<file path="src/rtl/ex_wb_sel_pipe.sv">
// Registered NUM_IN-way writeback source select: 1-cycle latency, 2-entry skid so in_ready depends only on held state.
// Define EX_SEL_ERR_EN to add a sticky sel_err output flagging pushes with an out-of-range select.
module ex_wb_sel_pipe #(
  parameter int WIDTH  = 32,
  parameter int NUM_IN = 4,
  parameter int SEL_W  = 2
) (
  input  logic                    clk,
  input  logic                    reset,
  input  logic [NUM_IN*WIDTH-1:0] in_data,
  input  logic [SEL_W-1:0]        in_sel,
  input  logic                    in_valid,
  output logic                    in_ready,
  output logic [WIDTH-1:0]        out_data,
  output logic [SEL_W-1:0]        out_src,
  output logic                    out_valid,
  input  logic                    out_ready,
  input  logic                    flush,
  output logic [1:0]              occupancy
`ifdef EX_SEL_ERR_EN
  ,
  output logic                    sel_err
`endif
);

  typedef enum logic [1:0] {
    S_EMPTY = 2'd0,
    S_ONE   = 2'd1,
    S_FULL  = 2'd2
  } state_t;

  state_t             r_state;
  state_t             w_state_nxt;
  logic [WIDTH-1:0]   r_main_dat;
  logic [SEL_W-1:0]   r_main_src;
  logic [WIDTH-1:0]   r_skid_dat;
  logic [SEL_W-1:0]   r_skid_src;
  logic [WIDTH-1:0]   w_sel_word;
  logic               w_push;
  logic               w_pop;
  logic               w_ld_main_in;
  logic               w_ld_main_skid;
  logic               w_ld_skid;

  assign in_ready  = (r_state != S_FULL);
  assign out_valid = (r_state != S_EMPTY);
  assign occupancy = r_state;
  assign out_data  = r_main_dat;
  assign out_src   = r_main_src;
  assign w_push    = in_valid & in_ready;
  assign w_pop     = out_valid & out_ready;

  // Selects with no matching source fall through to the zero default.
  always_comb begin
    w_sel_word = '0;
    for (int k = 0; k < NUM_IN; k++) begin
      if (in_sel == SEL_W'(k)) begin
        w_sel_word = in_data[k*WIDTH +: WIDTH];
      end
    end
  end

  always_comb begin
    w_state_nxt    = r_state;
    w_ld_main_in   = 1'b0;
    w_ld_main_skid = 1'b0;
    w_ld_skid      = 1'b0;
    case (r_state)
      S_EMPTY: begin
        if (w_push) begin
          w_state_nxt  = S_ONE;
          w_ld_main_in = 1'b1;
        end
      end
      S_ONE: begin
        if (w_push && !w_pop) begin
          w_state_nxt = S_FULL;
          w_ld_skid   = 1'b1;
        end else if (w_push && w_pop) begin
          w_ld_main_in = 1'b1;
        end else if (w_pop) begin
          w_state_nxt = S_EMPTY;
        end
      end
      S_FULL: begin
        if (w_pop) begin
          w_state_nxt    = S_ONE;
          w_ld_main_skid = 1'b1;
        end
      end
      default: w_state_nxt = S_EMPTY;
    endcase
    // Flush wins over any same-cycle push or pop; held data is left in place.
    if (flush) begin
      w_state_nxt    = S_EMPTY;
      w_ld_main_in   = 1'b0;
      w_ld_main_skid = 1'b0;
      w_ld_skid      = 1'b0;
    end
  end

  always_ff @(posedge clk or negedge reset) begin
    if (!reset) begin
      r_state    <= S_EMPTY;
      r_main_dat <= '0;
      r_main_src <= '0;
      r_skid_dat <= '0;
      r_skid_src <= '0;
    end else begin
      r_state <= w_state_nxt;
      if (w_ld_main_in) begin
        r_main_dat <= w_sel_word;
        r_main_src <= in_sel;
      end else if (w_ld_main_skid) begin
        r_main_dat <= r_skid_dat;
        r_main_src <= r_skid_src;
      end
      if (w_ld_skid) begin
        r_skid_dat <= w_sel_word;
        r_skid_src <= in_sel;
      end
    end
  end

`ifdef EX_SEL_ERR_EN
  logic w_sel_oob;
  logic r_sel_err;

  assign w_sel_oob = (32'(in_sel) >= 32'(NUM_IN));
  assign sel_err   = r_sel_err;

  always_ff @(posedge clk or negedge reset) begin
    if (!reset) begin
      r_sel_err <= 1'b0;
    end else if (flush) begin
      r_sel_err <= 1'b0;
    end else if (w_push && w_sel_oob) begin
      r_sel_err <= 1'b1;
    end
  end
`endif

endmodule

</file>
<file path="config.mk">
export PLATFORM = sky130hd
export DESIGN_NAME = ex_wb_sel_pipe
export DESIGN_NICKNAME = d
export VERILOG_FILES = /design/src/rtl/ex_wb_sel_pipe.sv
export SDC_FILE = /design/constraint.sdc
export NUM_CORES = 1
export LEC_CHECK = 0
export ABC_AREA = 1
export CORE_ASPECT_RATIO = 0.75
export CORE_MARGIN = 2
export CORE_UTILIZATION = 46
export DETAILED_ROUTE_END_ITERATION = 16
export MAX_ROUTING_LAYER = met4
export PLACE_DENSITY = 0.86
export SLEW_MARGIN = 20
export SYNTH_ARGS = -nofsm -noshare
export SYNTH_HDL_FRONTEND = slang
export SYNTH_SLANG_ARGS = --single-unit
</file>
<file path="constraint.sdc">
create_clock -name clk -period 2.6 [get_ports clk]
set_input_delay 0.39 -clock clk [delete_from_list [all_inputs] [get_ports clk]]
set_output_delay 0.39 -clock clk [all_outputs]
set_load 0.005 [all_outputs]
</file>
=== Word-level counts from Yosys, hierarchy flattened ===
Index checks and enable logic that the tools add are counted.

* Bits in latches: 0
* Word-level logic and storage cells: 51
* Output and inout port bits: 38
* Flip-flop bits (word level): 70
* Bits in read-only memories: 0
* Memories: 0
* Bits in writable memories: 0
* Bits of input ports: 135

* $lt $le $gt $ge: 0
* Multiplexer cells: 26
* Equality and inequality tests: 10
* Reductions and logical operators: 8
* Multipliers: 0
* Shift-type cells: 0
* Divide/modulo/power cells: 0
* Add/subtract/negate cells: 0
* Bitwise gates (word level): 2

{| class="wikitable"
|+ Operators by type and width
! operator !! count
|-
| 32-bit 2-to-1 mux || 6
|-
| 2-bit 2-to-1 mux || 8
|-
| 1-bit 2-to-1 mux || 10
|-
| 4-bit != test (second input constant) || 2
|-
| 2-bit equality test (second input constant) || 3
|-
| 3-bit != test (second input constant) || 2
|-
| 2-bit one-hot mux with 3 select lines || 1
|-
| 2-bit by 1-bit equality test with 1-bit output (second input constant) || 2
|-
| 2-bit zero test || 2
|-
| 4-bit AND reduction || 1
|-
| 2-bit nonzero test || 2
|-
| 1-bit bitwise AND || 2
|-
| 1-bit logical AND || 2
|-
| 2-bit != test (second input constant) || 1
|-
| 1-bit one-hot mux with 2 select lines || 1
|-
| 1-bit zero test || 1
|}

=== Longest topological paths before layout ===
Gate-level depths: netlist of run 1.

* Word-level depth: 8
* Gate-level depth with buffers: 9
* Mapped depth without buffers: 7

=== Worst setup path before layout of run 1 ===
OpenSTA, ideal clock, no wires.

* Kind: register to register
* Start point: register r_state[0], in the netlist occupancy[0]
* End point: register r_skid_dat[10]
* Stages on the path, launching flop included: 8
* Library setup time: 121 ps
* Arrival: 1203 ps
* Required time: 2479 ps
* Clock period less this slack: 1323 ps
* Path buffers: 1
* Setup slack: 1277 ps
* Cells stage by stage: dfrtp_1 inv_2 nand2_2 nand2_2 nand4_4 inv_4 buf_4 o21ai_1

* Cells in the longest elaborated chain, start to end: 7
* Elaborated cells on any way between the ends: 10
* Classes of those cells: 2 x eq/ne; 3 x mux; 2 x bitwise; 3 x reduce/logical

{| class="wikitable"
|+ RTL lines
! what !! line !! RTL
|-
| from (decl) || 32 || <nowiki>state_t r_state;</nowiki>
|-
| from (signal assigned) || 110 || <nowiki>r_state <= w_state_nxt;</nowiki>
|-
| 2-bit nonzero test || 46 || <nowiki>assign out_valid = (r_state != S_EMPTY);</nowiki>
|-
| via out_valid || 16 || <nowiki>output logic out_valid,</nowiki>
|-
| 1-bit bitwise AND || 51 || <nowiki>assign w_pop = out_valid & out_ready;</nowiki>
|-
| 1-bit zero test || 76 || <nowiki>if (w_push && !w_pop) begin</nowiki>
|-
| 1-bit logical AND || 76 ||
|-
| 1-bit 2-to-1 mux || 76 ||
|-
| 1-bit 2-to-1 mux || 68 || <nowiki>case (r_state)</nowiki>
|-
| 1-bit 2-to-1 mux || 94 || <nowiki>if (flush) begin</nowiki>
|-
| to (signal assigned) || 119 || <nowiki>r_skid_dat <= w_sel_word;</nowiki>
|-
| to (decl) || 36 || <nowiki>logic [WIDTH-1:0] r_skid_dat;</nowiki>
|}

The timed path passes the listed nets, and every way through them passes these cells.
A chain may end at the register's enable or synchronous reset.

=== Final worst setup path of run 1 ===
* Start point: register r_state[0], in the netlist occupancy[0]
* End point: output port in_ready

* Cells in the longest elaborated chain, start to end: 1

{| class="wikitable"
|+ RTL lines
! what !! line !! RTL
|-
| 2-bit != test || 45 || <nowiki>assign in_ready = (r_state != S_FULL);</nowiki>
|-
| to (decl) || 13 || <nowiki>output logic in_ready,</nowiki>
|}

Every way passes these cells.

==> results of run 1 <==
flip-flops by register name, indices dropped and copies added, names as in the netlist:
register and cells:
occupancy 2, out_data 32, out_src 2, r_skid_dat 32, r_skid_src 2
area by class of cell:
class	count	area, um2	area share
repair buffers	183	1839	0.3058
well taps	108	135.1	0.02247
flip-flops and latches	70	1752	0.2912
clock buffers	12	246.5	0.04098
clock inverters	4	22.52	0.003745
multi-input cells	427	1859	0.3091
inverters	42	160.2	0.02663
worst paths after layout:
kind / from / to / slack, ps
setup / recovery: occupancy[0] / in_ready / 600
hold reg to reg: r_skid_src[1] / out_src[1] / 500
max in group asynchronous: reset / r_skid_dat[12] / 1650
hold / removal: reset / out_data[28] / 400
min in group clk: r_skid_src[1] / out_src[1] / 500
setup reg to reg: occupancy[0] / r_skid_dat[15] / 800
critical path, cell delays in order, from the launching register on:
cell	delay (ps)
sky130_fd_sc_hd__dfrtp_1	510
sky130_fd_sc_hd__inv_2	130
sky130_fd_sc_hd__nand2_1	130
sky130_fd_sc_hd__clkdlybuf4s50_1	510
cells in the mapped netlist (all sizes together):
| cell | count | area, um2 |
|---|---|---|
| inv | 42 | 160.2 |
| nor2 | 106 | 407.9 |
| clkbuf | 8 | 30.03 |
| buf | 23 | 188.9 |
| a21oi | 2 | 21.27 |
| nand2 | 211 | 802.0 |
| dfrtp | 70 | 1752 |
| nand3 | 7 | 40.04 |
| o21ai | 67 | 346.6 |
| nand4 | 34 | 234.0 |
routing by layer:
layer / GRT usage / part of all wire
met5: - / 0
met4: 0.08530 / 0.019
met3: 0.05848 / 0.076
met2: 0.4268 / 0.47
met1: 0.3222 / 0.44
power groups by stage:
| stage | Combinational, mW | Sequential [mW] | Clock [mW] |
|---|---|---|---|
| after detailed placement | 1.74 | 1.79 | 0 |
| after CTS | 1.76 | 1.77 | 1.11 |
| after floorplan | 0.854 | 1.77 | 0 |
| final | 1.75 | 1.77 | 1.10 |
| after global placement | 1.66 | 1.76 | 0 |
| after global routing | 1.95 | 1.82 | 1.16 |
through the flow:
| step | power [mW] | hold slack [ps] | setup slack, ps |
|---|---|---|---|
| after floorplan | 2.622 | 94.41 | 1277 |
| after CTS | 4.647 | 389.8 | 629.2 |
| after global routing | 4.927 | 403.8 | 548.3 |
| final | 4.620 | 401.2 | 603.2 |
| after global placement | 3.429 | 201.2 | 485.4 |
| after detailed placement | 3.532 | 199.9 | 404.8 |
cells by family (layout without fill, tap and decap cells):
kind of cell	count (synthesis)	count (layout)
buffers and inverters	73	241
flip-flops	70	70
AO/OA/AOI/OAI	69	69
AND/OR/NAND/NOR	358	358
==> out/summary.log, run 1 <==
qor: run_status.run_status finished clean
qor: critical_path.worstPathArrival 1610 ps
qor: placed_design.buffer_ports.inserted 172
qor: synth.share_of_cell_area_taken_by_muxes_after_synthesis 0
qor: power_and_ir_drop.combinational_group_share_of_total_power 0.379
qor: power_and_ir_drop.p_per_area 768.1 nW/um2
qor: floorplanning.initial_utilization 0.4731
qor: critical_path.worst-endpoint-required 2210 ps
qor: finish.mostFrequentLayoutCells 207 x sky130_fd_sc_hd__nand2_1, 171 x sky130_fd_sc_hd__clkdlybuf4s50_1, 101 x sky130_fd_sc_hd__nor2_1
qor: critical_path.start_kind flop
qor: critical_path.path_class flop to primary output
qor: cts.cts_root_buf sky130_fd_sc_hd__clkbuf_16
qor: cts.cts_hold_buffers 1
qor: placed_design.detailed_place_hpwl 8462 um
qor: cts.cts_tree done
qor: drt.number_of_vias_in_the_routed_layout 4310
qor: synth.synthSimpleGateAreaFrac 0.3726
qor: cts.tritoncts_buffer_count 9
qor: synth.syn-num-nets 705
qor: synth.synthesized_area_fraction_occupied_by_xor_and_xnor_cells 0
qor: synth.synthesized_area_fraction_occupied_by_ao_oa_aoi_and_oai_cells 0.09237
qor: global_routing.via_count_of_the_first_global_routing_pass 4101
qor: sta.max_slew.worst_pin.slew 685.6 ps
qor: run.maxCapViolations 0
qor: cts.postCtsSetupBuffers 0
qor: sta.final-setup-viol-count 0
qor: floorplanning.core_region_area 8418 um2
qor: floorplanning.die_height 84.58 um
qor: finish.stdcell_count 846
qor: critical_path.r2r_cells 7
qor: sta.final_max_slew_viol_count 0
qor: power_and_ir_drop.sw_frac_of_total 0.3157
qor: finish.layout_commonest_cell sky130_fd_sc_hd__nand2_1
qor: drt.vias_per_cell 5.095
qor: synth.synth.cell_area 3983 um2
qor: synth.synth_warnings 0
qor: power_and_ir_drop.p_clk_frac 0.238
qor: power_and_ir_drop.net-switching-power 1.459 mW
qor: finish.fin_util 0.7145
qor: finish.final_net_count 868
qor: cts.htreeDepth 3
qor: synth.post_synth_inst_count 570
qor: power_and_ir_drop.cellLeakagePower 2.702 nW
qor: power_and_ir_drop.ir_drop 370.5 uV
qor: floorplanning.pin_count 173
qor: synth.synth_adder_area_share 0
qor: synth.combinational_family_with_the_most_area_after_synthesis simple AND/OR/NAND/NOR gates
qor: drt.drc_violations_left 0
qor: global_routing.grt_start_max_net_pins 69
qor: drt.detail_route.wirelength 11960 um
qor: floorplanning.die_width 111.4 um
qor: global_routing.wire_length_of_the_first_global_routing_pass 19170 um
qor: drt.avgRoutedWirePerCell 14.13 um
qor: placed_design.finalWeightedCongestion 0.9310
qor: placed_design.dpl-instance-area 5736 um2
qor: sta.relSlewSlack 0.5413
qor: drt.detail_route.iter0.violations 165
qor: sta.timing_hold_violations_final 0
qor: cts.clock_insertion_delay_worst_skew 320 ps
qor: sta.final.min_clock_period 1997 ps
qor: critical_path.cp_max_fo 8
qor: placed_design.dp.cells 829
qor: drt.drt.antenna.violating_nets 0
qor: power_and_ir_drop.cell_internal_pwr 3.161 mW
qor: sta.setup_tns 0 ps
qor: synth.synth_cell_type_count 23
qor: sta.timing.final.crit_share 0.7680
qor: floorplanning.rows 29
qor: global_routing.grt_util_all_layers 0.2601
qor: finish.syn_to_final_growth 51.02%
qor: finish.final.fill_count 655
qor: global_routing.antenna_found_initial 0
qor: synth.avgSynthCellArea 6.987 um2
qor: global_routing.overflow 0
qor: sta.finClkSkew 6.260 ps
qor: power_and_ir_drop.seq_power_share 0.383
qor: drt.first_pass_iters 4
qor: finish.final_layout_size_suffix_gt1_frac 0.06098
qor: cts.clk_pin_slew_worst_paths 60 ps
qor: finish.antennaDiodeCount 0
qor: sta.fmaxAchievable 0.5008 GHz
qor: critical_path.crit_path_end_kind primary output
qor: cts.post_cts_resized 0
qor: synth.yosysSeqAreaShare 0.4398
qor: cts.ctsLongestPathBuffers 2
qor: cts.clkSinkCount 70
qor: sta.unrepaired_setup_endpoints_after_global_routing no
qor: worst_hold_path.timing.hold.worst.class input port to async pin
qor: floorplanning.dieArea 9426 um2
qor: synth.postSynthRegisterBits 70
qor: finish.finalInstanceArea 6015 um2
(Power assumes the default switching activity.)
==> run 2: changes to the inputs <==
--- a/config.mk
+++ b/config.mk
@@ -8,10 +8,10 @@
 export ABC_AREA = 1
 export CORE_ASPECT_RATIO = 0.75
 export CORE_MARGIN = 2
-export CORE_UTILIZATION = 46
+export CORE_UTILIZATION = 43
 export DETAILED_ROUTE_END_ITERATION = 16
 export MAX_ROUTING_LAYER = met4
-export PLACE_DENSITY = 0.86
+export PLACE_DENSITY = 0.81
 export SLEW_MARGIN = 20
 export SYNTH_ARGS = -nofsm -noshare
 export SYNTH_HDL_FRONTEND = slang
==> constraint.sdc (replaced) <==
create_clock -name clk -period 2 [get_ports clk]
set_input_delay 0.3 -clock clk [delete_from_list [all_inputs] [get_ports clk]]
set_output_delay 0.3 -clock clk [all_outputs]
set_load 0.005 [all_outputs]
==> run 2 against run 1 <==
Net effect: global-route usage fell by 0.59 points; critical endpoint is now out_valid; hold slack lost 110 ps; highest routed layer unchanged; sequential power grew 31%; critical path type unchanged; critical path depth unchanged; sequential cell count did not move; sequential share of layout area down 0.98 points; worst setup slack got worse by 490 ps; clock power up 81%.
==> out/summary.log, run 2 (synthesis results as in run 1) <==
qor: sta.setup_tns 0 ps [unchanged]
qor: critical_path.regToRegSetupSlack 430 ps [-370 ps]
qor: cts.cts_tree done
qor: floorplanning.dieArea 10060 um2 [+6.7%]
qor: floorplanning.initial_utilization 0.4421 [-0.03101]
qor: floorplanning.core_region_area 9009 um2 [+7.0%]
qor: finish.syn_to_final_growth 56.30%
qor: cts.clkSinkCount 70 [unchanged]
qor: sta.max_slew.worst_pin.slew 453.9 ps [-231.7 ps]
qor: finish.final_layout_size_suffix_gt1_frac 0.06873 [+0.007758]
qor: drt.avgRoutedWirePerCell 14.37 um [+1.7%]
qor: drt.detail_route.wirelength 12270 um [+2.6%]
qor: critical_path.cp_max_fo 8 [unchanged]
qor: critical_path.path_class flop to primary output
qor: run.maxCapViolations 0 [unchanged]
qor: sta.timing.final.crit_share 0.9418
qor: cts.clock_insertion_delay_worst_skew 330 ps [about the same]
qor: worst_hold_path.timing.hold.worst.class input port to async pin
qor: cts.cts_root_buf sky130_fd_sc_hd__clkbuf_16
qor: sta.final_max_slew_viol_count 0 [unchanged]
qor: critical_path.critical_path.reg2reg.endpoint r_skid_dat[1]
qor: finish.antennaDiodeCount 0 [unchanged]
qor: global_routing.antenna_found_initial 0 [unchanged]
qor: critical_path.setup.worst_path.end out_valid
qor: drt.first_pass_iters 6 [+2]
qor: critical_path.crit_path_end_kind primary output
qor: finish.mostFrequentLayoutCells 207 x sky130_fd_sc_hd__nand2_1, 171 x sky130_fd_sc_hd__clkdlybuf4s50_1, 101 x sky130_fd_sc_hd__nor2_1
qor: critical_path.worst_r2r_startpoint occupancy[0]
qor: global_routing.grt_util_all_layers 0.2542 [-0.005892]
qor: critical_path.start_kind flop
qor: critical_path.worstPathArrival 1580 ps [-30 ps]
qor: critical_path.cp-startpoint occupancy[0]
qor: floorplanning.rows 30 [+3.4%]
qor: sta.final.min_clock_period 1884 ps
qor: global_routing.via_count_of_the_first_global_routing_pass 4140 [+0.95%]
qor: critical_path.worst-endpoint-required 1700 ps [-510 ps]
qor: drt.vias_per_cell 5.062 [-0.64%]
qor: drt.number_of_vias_in_the_routed_layout 4323 [+0.30%]
qor: placed_design.detailed_place_hpwl 8791 um [+3.9%]
qor: finish.final_net_count 872 [+0.46%]
qor: sta.final-setup-viol-count 0 [unchanged]
qor: floorplanning.pin_count 173 [unchanged]
qor: power_and_ir_drop.cellLeakagePower 2.793 nW [+3.4%]
qor: drt.drt.antenna.violating_nets 0 [unchanged]
qor: sta.fmaxAchievable 0.5309 GHz
qor: sta.unrepaired_setup_endpoints_after_global_routing no
qor: power_and_ir_drop.report.power.total 6.615 mW [+43%]
qor: global_routing.overflow 0 [unchanged]
qor: placed_design.buffer_ports.inserted 172 [unchanged]
qor: floorplanning.die_height 87.35 um [+3.3%]
qor: cts.ctsLongestPathBuffers 2 [unchanged]
qor: sta.finClkSkew 5.467 ps [-0.7933 ps]
qor: cts.postCtsSetupBuffers 0 [unchanged]
qor: placed_design.finalWeightedCongestion 0.8363 [-10%]
qor: run_status.run_status finished clean
qor: global_routing.grt_start_max_net_pins 68 [-1.4%]
qor: power_and_ir_drop.ir_drop 462.6 uV [+25%]
qor: global_routing.wire_length_of_the_first_global_routing_pass 19280 um [+0.57%]
qor: drt.detail_route.iter0.violations 224 [+36%]
qor: power_and_ir_drop.p_per_area 1063 nW/um2 [+38%]
qor: sta.timing_hold_violations_final 0 [unchanged]
qor: cts.clk_pin_slew_worst_paths 60 ps [about the same]
qor: sta.relSlewSlack 0.6974 [+0.1561]
qor: finish.layout_commonest_cell sky130_fd_sc_hd__nand2_1
qor: cts.tritoncts_buffer_count 9 [unchanged]
qor: floorplanning.die_width 115.1 um [+3.3%]
qor: critical_path.r2r_cells 8 [+1]
qor: drt.drc_violations_left 0 [unchanged]
qor: cts.htreeDepth 3 [unchanged]
==> run 2: cell count changes in the layout (fill, tap and decap cells not counted), sizes merged <==
cell	previous run	this run
buf	11	15
clkinvlp	1	0
bufinv	0	4
clkbuf	12	11
clkinv	3	1
==> run 2: worst max-delay path, cell delays in order (launching register included) <==
cell and delay [ps]:
sky130_fd_sc_hd__dfrtp_1 500, sky130_fd_sc_hd__inv_2 120, sky130_fd_sc_hd__nand2_2 110, sky130_fd_sc_hd__clkdlybuf4s50_1 520
==> run 2: per-layer routing <==
layer | up-vias | global-route usage | wire, um
met2 | 170 | 0.4235 | 5810
met1 | 1993 | 0.3045 | 5288
met5 | - | - | 0
met3 | 15 | 0.06889 | 1015
met4 | 0 | 0.07448 | 159
li1 | 2145 | - | -
==> run 2: per-stage QoR <==
step | util | cell area, um2 | cells | setup slack [ps] | hold slack [ps]
2_1_floorplan | - | 3983 | 570 | 676.6 | 4.409
3_3_place_gp | 0.6475 | 5833 | 837 | 247.4 | 95.59
3_5_place_dp | 0.6475 | 5833 | 837 | 178.7 | 99.59
4_1_cts | 0.6910 | 6225 | 854 | 110.8 | 283.4
5_1_grt | 0.6910 | 6225 | 854 | 49.49 | 288.0
6_report | 0.6910 | 6225 | 854 | 116.5 | 293.3
==> run 2: how the worst min path moves through the flow <==
stage / to / from / cells after the start / slack (ps)
detailed placement: out_data[20] / reset / 1 / 100
global route: out_data[20] / reset / 2 / 290
global placement: out_data[20] / reset / 1 / 100
floorplan: occupancy[0] / reset / 0 / 4
finish: out_data[20] / reset / 2 / 290
CTS: out_data[20] / reset / 2 / 280
==> run 2: final cells by class <==
| cell class | instances | area, um2 |
|---|---|---|
| Clock buffer | 11 | 252.7 |
| Clock inverter | 5 | 128.9 |
| Fill cell | 724 | 2784 |
| Inverter | 42 | 160.2 |
| Multi-Input combinational cell | 427 | 1859 |
| Sequential cell | 70 | 1752 |
| Tap cell | 112 | 140.1 |
| Timing Repair Buffer | 187 | 1932 |
==> run 2: report_power, final <==
| group | switching (mW) | total (mW) | internal [mW] | leakage, nW |
|---|---|---|---|---|
| sequential | 0.274 | 2.31 | 2.04 | 0.833 |
| combinational | 1.08 | 2.31 | 1.24 | 1.77 |
| clock | 0.578 | 1.99 | 1.41 | 0.186 |
| total | 1.93 | 6.62 | 4.69 | 2.79 |
==> run 2: what timing repair did <==
| action | 4_1_cts | 5_1_grt |
|---|---|---|
| gates resized for setup | 0 | 0 |
| hold buffers | 1 | 0 |
| endpoints found under the hold margin | 1 | 0 |
==> run 3: changes to the inputs <==
--- a/config.mk
+++ b/config.mk
@@ -9,6 +9,7 @@
 export CORE_ASPECT_RATIO = 0.75
 export CORE_MARGIN = 2
 export CORE_UTILIZATION = 43
+export CTS_BUF_LIST = sky130_fd_sc_hd__clkbuf_16
 export DETAILED_ROUTE_END_ITERATION = 16
 export MAX_ROUTING_LAYER = met4
 export PLACE_DENSITY = 0.81
==> run 3 against run 2 <==
Net effect: clock power is 4% lower; global-route usage about the same; sequential cell count unchanged; count of clock-buffer cells in the layout down 2; sequential power hardly changed; die area is the same; combinational power about the same; power fell by 1.1%; sequential share of layout area up 0.091 points; cell count is the same; critical path type unchanged.
==> out/summary.log, run 3 (synthesis results as in run 1) <==
qor: drt.first_pass_iters 4 [-2]
qor: finish.syn_to_final_growth 55.80%
qor: critical_path.cp_max_fo 8 [unchanged]
qor: run.maxCapViolations 0 [unchanged]
qor: critical_path.worst_r2r_startpoint occupancy[0]
qor: global_routing.grt_start_max_net_pins 68 [unchanged]
qor: floorplanning.die_width 115.1 um [unchanged]
qor: sta.final.min_clock_period 1885 ps [+1.615 ps]
qor: critical_path.worst_path_dominant_cell_family buffers and inverters
qor: global_routing.wire_length_of_the_first_global_routing_pass 19330 um [+0.29%]
qor: finish.final_layout_size_suffix_gt1_frac 0.06604 [-0.002695]
qor: critical_path.cp-startpoint occupancy[0]
qor: cts.clk_pin_slew_worst_paths 60 ps [about the same]
qor: sta.fmaxAchievable 0.5305 GHz [about the same]
qor: power_and_ir_drop.ir_drop 455.9 uV [-1.5%]
qor: cts.clock_insertion_delay_worst_skew 330 ps [about the same]
qor: global_routing.grt_util_all_layers 0.2545 [+0.0003088]
qor: critical_path.critPathMaxStageDelay 520 ps [about the same]
qor: floorplanning.core_region_area 9009 um2 [unchanged]
qor: placed_design.detailed_place_hpwl 8791 um [unchanged]
qor: critical_path.r2r_cells 8 [unchanged]
qor: sta.timing_hold_violations_final 0 [unchanged]
qor: sta.timing.final.crit_share 0.9426 [about the same]
qor: sta.final_max_slew_viol_count 0 [unchanged]
qor: global_routing.via_count_of_the_first_global_routing_pass 4140 [unchanged]
qor: drt.drt.antenna.violating_nets 0 [unchanged]
qor: power_and_ir_drop.cellLeakagePower 2.782 nW [-0.40%]
qor: cts.htreeDepth 3 [unchanged]
qor: placed_design.finalWeightedCongestion 0.8363 [unchanged]
qor: floorplanning.dieArea 10060 um2 [unchanged]
qor: drt.detail_route.iter0.violations 232 [+3.6%]
qor: finish.finalInstanceArea 6205 um2 [-0.32%]
qor: critical_path.timing.critical_path.depth 3 [unchanged]
qor: finish.mostFrequentLayoutCells 207 x sky130_fd_sc_hd__nand2_1, 171 x sky130_fd_sc_hd__clkdlybuf4s50_1, 101 x sky130_fd_sc_hd__nor2_1
qor: finish.seqCellArea 1752 um2 [unchanged]
qor: placed_design.dpl-instance-area 5833 um2 [unchanged]
qor: critical_path.crit_path_end_kind primary output
qor: critical_path.path_class flop to primary output
qor: global_routing.antenna_found_initial 0 [unchanged]
qor: cts.post_cts_resized 0 [unchanged]
qor: critical_path.worstPathArrival 1590 ps [about the same]
qor: critical_path.setup.worst_path.end out_valid
qor: cts.ctsLongestPathBuffers 2 [unchanged]
qor: sta.setup_tns 0 ps [unchanged]
qor: critical_path.critical_path.reg2reg.endpoint r_skid_dat[22]
qor: finish.stdcell_count 854 [unchanged]
qor: run_status.run_status finished clean
qor: finish.antennaDiodeCount 0 [unchanged]
qor: critical_path.worstPathBufferInverterCount 2 [unchanged]
qor: power_and_ir_drop.p_per_area 1054 nW/um2 [-0.82%]
qor: cts.cts_tree done
qor: finish.final.fill_count 729 [+0.69%]
qor: floorplanning.die_height 87.35 um [unchanged]
qor: floorplanning.rows 30 [unchanged]
qor: placed_design.buffer_ports.inserted 172 [unchanged]
qor: cts.cts_root_buf sky130_fd_sc_hd__clkbuf_16
qor: sta.relSlewSlack 0.6970 [about the same]
qor: drt.detail_route.wirelength 12250 um [-0.20%]
qor: drt.vias_per_cell 5.055 [-0.14%]
qor: finish.multiInputGateArea 1859 um2 [unchanged]
qor: sta.unrepaired_setup_endpoints_after_global_routing no
qor: critical_path.regToRegSetupSlack 430 ps [about the same]
qor: cts.tritoncts_buffer_count 9 [unchanged]
qor: global_routing.overflow 0 [unchanged]
qor: critical_path.worst-endpoint-required 1700 ps [about the same]
qor: placed_design.dp.cells 837 [unchanged]
qor: critical_path.critPathSlowestCell sky130_fd_sc_hd__clkdlybuf4s50_1
qor: finish.layout_commonest_cell sky130_fd_sc_hd__nand2_1
qor: sta.finClkSkew 4.461 ps [-1.005 ps]
qor: floorplanning.pin_count 173 [unchanged]
qor: finish.final_net_count 872 [unchanged]
qor: sta.max_slew.worst_pin.slew 454.5 ps [+0.6193 ps]
qor: worst_hold_path.timing.hold.worst.class input port to async pin
qor: critical_path.start_kind flop
qor: drt.number_of_vias_in_the_routed_layout 4317 [-0.14%]
qor: critical_path.crit_path_cell_trace inv_2 -> nand2_2 -> clkdlybuf4s50_1
qor: sta.final-setup-viol-count 0 [unchanged]
qor: floorplanning.initial_utilization 0.4421 [unchanged]
qor: cts.clkSinkCount 70 [unchanged]
qor: drt.avgRoutedWirePerCell 14.34 um [-0.20%]
qor: drt.drc_violations_left 0 [unchanged]
[run 3: cell types whose count changed in the layout (fill, tap and decap cells not counted)]
cell	delta
sky130_fd_sc_hd__clkbuf_8	-2
sky130_fd_sc_hd__clkinv_1	+2
[run 3: layout make-up]
type	instances	area share
Clock buffer	9	0.03630
Clock inverter	7	0.02198
Inverter	42	0.02581
Multi-Input combinational cell	427	0.2997
Sequential cell	70	0.2823
Tap cell	112	0.02259
Timing Repair Buffer	187	0.3114
[run 3: metrics by stage]
step	total power [mW]	setup WS, ps	utilization	hold WS [ps]
2_1_floorplan	3.409	676.6	-	4.409
3_3_place_gp	4.528	247.4	0.6475	95.59
3_5_place_dp	4.641	178.7	0.6475	99.59
4_1_cts	6.589	110.8	0.6888	284.3
5_1_grt	6.979	49.49	0.6888	288.8
6_report	6.540	114.9	0.6888	294.3
[run 3: worst min path at each step]
stage,startpoint,endpoint,slack [ps],depth (start not counted)
floorplan,reset,occupancy[0],4,0
global placement,reset,out_data[20],100,1
detailed placement,reset,out_data[20],100,1
CTS,reset,out_data[20],280,2
global route,reset,out_data[20],290,2
finish,reset,out_data[20],290,2
[run 3: per-layer routing]
layer / track usage / vias to the layer above / wire length (um)
met5: - / - / 0
met4: 0.07448 / 0 / 150
met3: 0.06889 / 13 / 1011
met2: 0.4241 / 161 / 5864
met1: 0.3050 / 1996 / 5222
li1: - / 2147 / -
[run 3: what timing repair did]
item	in CTS	in global routing
hold endpoints to repair	1	0
hold buffers	1	0
setup buffers	0	0
[run 3: report_power, final]
part	switching (mW)	total (mW)	internal (mW)	leakage [nW]
logic	1.08	2.31	1.24	1.77
clock network	0.578	1.91	1.34	0.175
registers	0.274	2.31	2.04	0.833
total	1.93	6.54	4.61	2.78
